## config.mk

```make
export PLATFORM = sky130hd
export DESIGN_NAME = led_flow_ctrl_flat
export DESIGN_NICKNAME = d
export VERILOG_FILES = /design/src/rtl/led_flow_if.sv /design/src/rtl/led_flow_ctrl.sv /design/src/flat_wrapper.sv
export SDC_FILE = /design/constraint.sdc
export NUM_CORES = 1
export LEC_CHECK = 0
export ABC_AREA = 1
export CAP_MARGIN = 20
export CORE_AREA = 2 2 57 113
export CTS_CLUSTER_SIZE = 12
export DETAILED_ROUTE_END_ITERATION = 7
export DIE_AREA = 0 0 59 115
export PLACE_DENSITY = 0.74
export SLEW_MARGIN = 20
export SYNTH_ARGS = -nofsm -noshare
export SYNTH_HDL_FRONTEND = slang
export SYNTH_SLANG_ARGS = --single-unit
```

## constraint.sdc

```tcl
create_clock -name clk -period 4.44 [get_ports clk]
set_input_delay 0.888 -clock clk [delete_from_list [all_inputs] [get_ports clk]]
set_output_delay 0.888 -clock clk [all_outputs]
set_load 0.1 [all_outputs]
```

## src/rtl/led_flow_if.sv

```systemverilog
// led_flow_if: pattern control inputs and LED/step outputs of led_flow_ctrl; bright exists only with LED_DIM_EN
interface led_flow_if #(parameter int LED_NUM = 8);
  logic [1:0] mode;
  logic [1:0] speed;
  logic pause;
  logic [LED_NUM-1:0] led;
  logic step;
`ifdef LED_DIM_EN
  logic [3:0] bright;
  modport master(output mode, speed, pause, bright, input led, step);
  modport slave(input mode, speed, pause, bright, output led, step);
`else
  modport master(output mode, speed, pause, input led, step);
  modport slave(input mode, speed, pause, output led, step);
`endif
endinterface

```

## src/rtl/led_flow_ctrl.sv

```systemverilog
// led_flow_ctrl: LED pattern sequencer (rotate left/right, ping-pong, fill/clear bar) with speed and pause.
// Define LED_DIM_EN to add the 4-bit bright input and PWM dimming of the LED outputs.
module led_flow_ctrl #(
  parameter int LED_NUM = 8,
  parameter int STEP_CYCLES = 25_000_000
) (
  input logic clk,
  input logic rstn,
  led_flow_if.slave bus
);
  localparam int W = $clog2(STEP_CYCLES);
  typedef enum logic [1:0] {UP, DN, FILL, CLEAR} state_t;
  state_t state, state_nxt;
  logic [LED_NUM-1:0] pattern, pattern_nxt;
  logic [W-1:0] cnt, limit;
  logic [1:0] mode_q;
  logic mode_chg, wrap, adv, step_q;
  logic pp_down, fc_clr, fc_turn, fc_clr_nxt;
  assign limit = W'((STEP_CYCLES >> bus.speed) - 1);
  assign mode_chg = bus.mode != mode_q;
  // counts above the limit (left over from a slower speed) wrap immediately
  assign wrap = cnt >= limit;
  assign adv = wrap && !bus.pause && !mode_chg;
  assign pp_down = (state == DN) != (state == DN ? pattern[0] : pattern[LED_NUM-1]);
  assign fc_clr = state == CLEAR;
  assign fc_turn = fc_clr ? ~|pattern : &pattern;
  assign fc_clr_nxt = fc_clr != fc_turn;
  always_comb begin
    pattern_nxt = mode_q == 2'b00 ? {pattern[LED_NUM-2:0], pattern[LED_NUM-1]} :
                  mode_q == 2'b01 ? {pattern[0], pattern[LED_NUM-1:1]} :
                  mode_q == 2'b10 ? (pp_down ? pattern >> 1 : pattern << 1) :
                  (fc_clr && fc_turn) ? LED_NUM'(1) : {pattern[LED_NUM-2:0], !fc_clr_nxt};
    state_nxt = mode_q == 2'b10 ? (pp_down ? DN : UP) :
                mode_q == 2'b11 ? (fc_clr_nxt ? CLEAR : FILL) : state;
  end
  always_ff @(posedge clk or negedge rstn) begin
    if (!rstn) begin
      pattern <= LED_NUM'(1);
      cnt <= '0;
      step_q <= 1'b0;
      state <= UP;
      mode_q <= 2'b00;
    end else begin
      mode_q <= bus.mode;
      step_q <= adv;
      if (mode_chg) begin
        pattern <= LED_NUM'(1);
        state <= bus.mode == 2'b11 ? FILL : UP;
        cnt <= '0;
      end else if (!bus.pause) begin
        cnt <= wrap ? '0 : cnt + 1'b1;
        if (wrap) begin
          pattern <= pattern_nxt;
          state <= state_nxt;
        end
      end
    end
  end
  assign bus.step = step_q;
`ifdef LED_DIM_EN
  logic [3:0] pwm_cnt;
  always_ff @(posedge clk or negedge rstn) begin
    if (!rstn) pwm_cnt <= '0;
    else pwm_cnt <= pwm_cnt + 1'b1;
  end
  assign bus.led = pwm_cnt <= bus.bright ? pattern : '0;
`else
  assign bus.led = pattern;
`endif
endmodule

```

## src/flat_wrapper.sv

```systemverilog
// flat-port wrapper written by rule: the top's interface ports become plain ports
module led_flow_ctrl_flat 
#(
  parameter int LED_NUM = 8,
  parameter int STEP_CYCLES = 25_000_000
)
  (clk, rstn, bus_mode, bus_speed, bus_pause, bus_led, bus_step);
  led_flow_if #(.LED_NUM(LED_NUM)) bus_i ();
  input logic clk;
  input logic rstn;
  input wire logic [$bits(bus_i.mode)-1:0] bus_mode;
  input wire logic [$bits(bus_i.speed)-1:0] bus_speed;
  input wire logic [$bits(bus_i.pause)-1:0] bus_pause;
  output wire logic [$bits(bus_i.led)-1:0] bus_led;
  output wire logic [$bits(bus_i.step)-1:0] bus_step;
  assign bus_i.mode = bus_mode;
  assign bus_i.speed = bus_speed;
  assign bus_i.pause = bus_pause;
  assign bus_led = bus_i.led;
  assign bus_step = bus_i.step;
  led_flow_ctrl #(.LED_NUM(LED_NUM), .STEP_CYCLES(STEP_CYCLES)) u_core (.clk(clk), .rstn(rstn), .bus(bus_i));
endmodule
```

==> summary.md <==
| Metric | Value |
|---|---|
| PortBufs | `15` |
| HPWL after DPL | `4986 µm` |
| Max_cap viols | `0` |
| Post-synth top flop | `dfrtp_1` |
| RSZ-0062 raised after global routing | `no` |
| CTS sink cnt | `38` |
| Post-layout minimum cycle time | `3499 ps` |
| First-pass GRT wire length | `11100 µm` |
| Global route hottest layer | `met2` |
| Post-synthesis mux area share | `0%` |
| Die Span X | `59 µm` |
| TritonCTS Buffers | `5` |
| Antenna Cells | `0` |
| Grt total ovfl | `0` |
| VDD IR max | `0.2528 mV` |
| Cell Rows | `40` |
| Clock skew | `6.780 ps` |
| IO Pins | `16` |
| Avg Cell Area, Syn | `7.915 µm²` |
| EDFF count, synth | `0` |
| Class of the worst hold path | `reg2reg` |
| Met3 Use GR | `4.612%` |
| Synth Area in Simple Gates | `34.36%` |
| RD Place Congestion | `0.9503` |
| CP endpoint | `u_core.cnt[20]$_DFFE_PN0P_` |
| Crit path max fanout | `22` |
| Die Area | `6785 µm²` |
| Crit Path Class | `in2reg` |
| Initial Utilization | `49.32%` |
| Final Hold Fails | `0` |
| Power Density | `304.9 nW/µm²` |
| Synth async-reset ratio | `100.0%` |
| Post-synthesis xor/xnor area fraction | `6.014%` |
| Reg2Reg Depth | `12` |
| CP startpoint | `bus_speed[1]` |
| First DRT Iteration DRCs | `124` |
| Die Height | `115 µm` |
| Post_cts resized | `0` |
| Outcome | `finished, final reports clean` |
| Distinct cells, synth | `38` |
| Clk slew on worst S/H paths | `50 ps` |
| Vias in the first global route | `2473` |
| Slew Limit Fails | `0` |
| Synth top area share | `31.79%` |
| Total GRT Usage | `21.11%` |
| Largest net degree at the start of global routing | `39` |
| FF-to-FF End | `u_core.cnt[20]$_DFFE_PN0P_` |
| Critical Path Source Type | `primary input` |
| Critical R2R Launch | `u_core.cnt[8]$_DFFE_PN0P_` |
| Post-CTS Setup Inserts | `0` |
| Filler Cell Count | `550` |
| Area Growth Syn to Fin | `11.56%` |
| Hold path start | `u_core.state[1]$_DFFE_PN0P_` |
| Cell taking the most area after synthesis | `dfrtp_1` |
| Clock buffer depth | `2` |
| Synthesized-area fraction occupied by adder cells | `9.880%` |
| Setup_tns | `0 ps` |
| Final Cycle Share | `78.82%` |
| Main combinational cell family by area after synthesis | `simple AND/OR/NAND/NOR gates` |
| Core footprint | `5906 µm²` |
| Crit path DAT | `3650 ps` |
| Synth warnings | `0` |
| Met2 Use GR | `35.56%` |
| CTS tree | `done` |
| F_max | `285.8 MHz` |
| DR pass1 iterations | `4` |
| Worst-Skew Late Latency | `290 ps` |
| Reg2reg setup slack | `2180 ps` |
| Initial antenna violation count | `0` |
| Synth Area in Compound Gates | `8.076%` |
| Post-layout util | `55.02%` |
| Share of layout cells above drive strength 1 | `12.69%` |
| Flops & latches, synth | `38` |
| GR Util met1 | `25.55%` |
| Worst-Margin Slew | `971.2 ps` |
| Register area share after synthesis | `32.69%` |
| CP Capture Type | `register` |
| Leakage | `1.481 nW` |
| Area of the mapped netlist | `2913 µm²` |
| Max H-tree Level | `2` |
| Vias | `2479` |
| DR WL/cell | `14.51 µm` |
| Vias/cell | `5.521` |
| # nets final | `415` |
| Top post-synthesis cells by area | `dfrtp_1 (32%), nand2_1 (11%), ha_1 (9.9%)` |
| Antenna-violating nets left | `0` |
| Post-CTS Hold Fix Bufs | `0` |
| Root buf cell | `clkbuf_16` |
| Drt drc | `0` |
| Slew HR | `35.05%` |
| Post-Route WL | `6516 µm` |
| Worst EP required | `4590 ps` |
| Mapped Cells | `368` |
| Setup violations, final | `0` |
-- where the power goes --
group,switching (W),internal (W)
Clock,0.000144,0.000323
Combinational,0.000117,0.0000382
Sequential,0.0000126,0.000357
-- final cells by class --
type / count / area, µm² / share of cell area, %
repair buffers: 15 / 145.1 / 4.467
flip-flops and latches: 38 / 952.2 / 29.30
clock inverters: 3 / 68.82 / 2.118
inverters: 43 / 168.9 / 5.198
multi-input cells: 282 / 1710 / 52.64
well taps: 63 / 78.83 / 2.426
clock buffers: 5 / 125.1 / 3.851
-- state kept, by name (all words and copies together), names as in the netlist --
name / flops
u_core.mode_q: 2
u_core.state: 2
u_core.bus.step: 1
u_core.bus.led: 8
u_core.cnt: 25
-- critical path: stages --
cell and delay [ps]:
clkdlybuf4s50_1 680, nand2_1 160, inv_1 160, ha_1 260, ha_1 310, nand2_1 70, nor3_1 160, nand4_1 110
nor2_1 130, nor2_2 80, nand3_4 120, nand2_8 110, inv_6 300, nor2_1 90
-- synthesized netlist by cell type, drive strengths merged (4+ instances only) --
cell type   n
nand2      94
nor2       64
inv        43
dfrtp      37
ha         23
o21ai      18
xor2       16
nand4      14
nand3      13
a21oi       8
nor3        7
buf         6
o211ai      4
xnor2       4
-- how the worst min path moves through the flow --
stage / cells after the start / slack, ps / endpoint
4_1_cts: 2 / 530 / u_core.cnt[1]$_DFFE_PN0P_
2_1_floorplan: 2 / 460 / u_core.state[1]$_DFFE_PN0P_
3_5_place_dp: 2 / 520 / u_core.cnt[1]$_DFFE_PN0P_
5_1_grt: 2 / 560 / u_core.state[0]$_DFFE_PN0P_
6_report: 2 / 530 / u_core.state[1]$_DFFE_PN0P_
3_3_place_gp: 2 / 490 / u_core.state[1]$_DFFE_PN0P_
-- through the flow --
step / cell area [µm²] / cells / worst slack (ps) / hold slack, ps / total power (W)
final: 3249 / 449 / 940.6 / 528.9 / 0.0009906
after global placement: 3055 / 441 / 804.5 / 488.5 / 0.0005247
after detailed placement: 3055 / 441 / 693.6 / 519.6 / 0.0005295
after floorplan: 2917 / 369 / 1637 / 463.3 / 0.0005037
after CTS: 3249 / 449 / 946.6 / 529.2 / 0.001000
after global routing: 3249 / 449 / 683.3 / 561.9 / 0.001028
-- layer usage --
metal / wire (µm) / up-vias
met5: 0 / -
met1: 2691 / 1165
met2: 3323 / 68
met4: 212 / 0
met3: 288 / 17
li1: - / 1229
-- logic make-up (layout without fill, tap and decap cells) --
logic type / Yosys count / in the layout
other cells: 2 / 3
xor+xnor: 20 / 20
fa+ha+maj: 23 / 23
buf+inv: 49 / 66
compound gates: 40 / 40
simple gates: 196 / 196
flops: 38 / 38
-- placed cells by master (no fill, tap or decap), types with 2 or more instances in the layout --
| master | n |
|---|---|
| o21ai_0 | 18 |
| nor3_1 | 7 |
| a21oi_1 | 8 |
| a21o_1 | 2 |
| xor2_1 | 16 |
| xnor2_1 | 4 |
| nor2_1 | 38 |
| nand2_1 | 87 |
| nor2_2 | 13 |
| nor2_4 | 13 |
| bufinv_16 | 2 |
| nand4_1 | 13 |
| o21bai_1 | 3 |
| o211ai_1 | 4 |
| nor4_1 | 3 |
| ha_1 | 23 |
| conb_1 | 3 |
| inv_2 | 2 |
| inv_1 | 39 |
| nand3_1 | 12 |
| clkdlybuf4s50_1 | 14 |
| dfrtp_1 | 37 |
| clkbuf_16 | 5 |
| nand2_2 | 5 |
(Power assumes the default switching activity.)
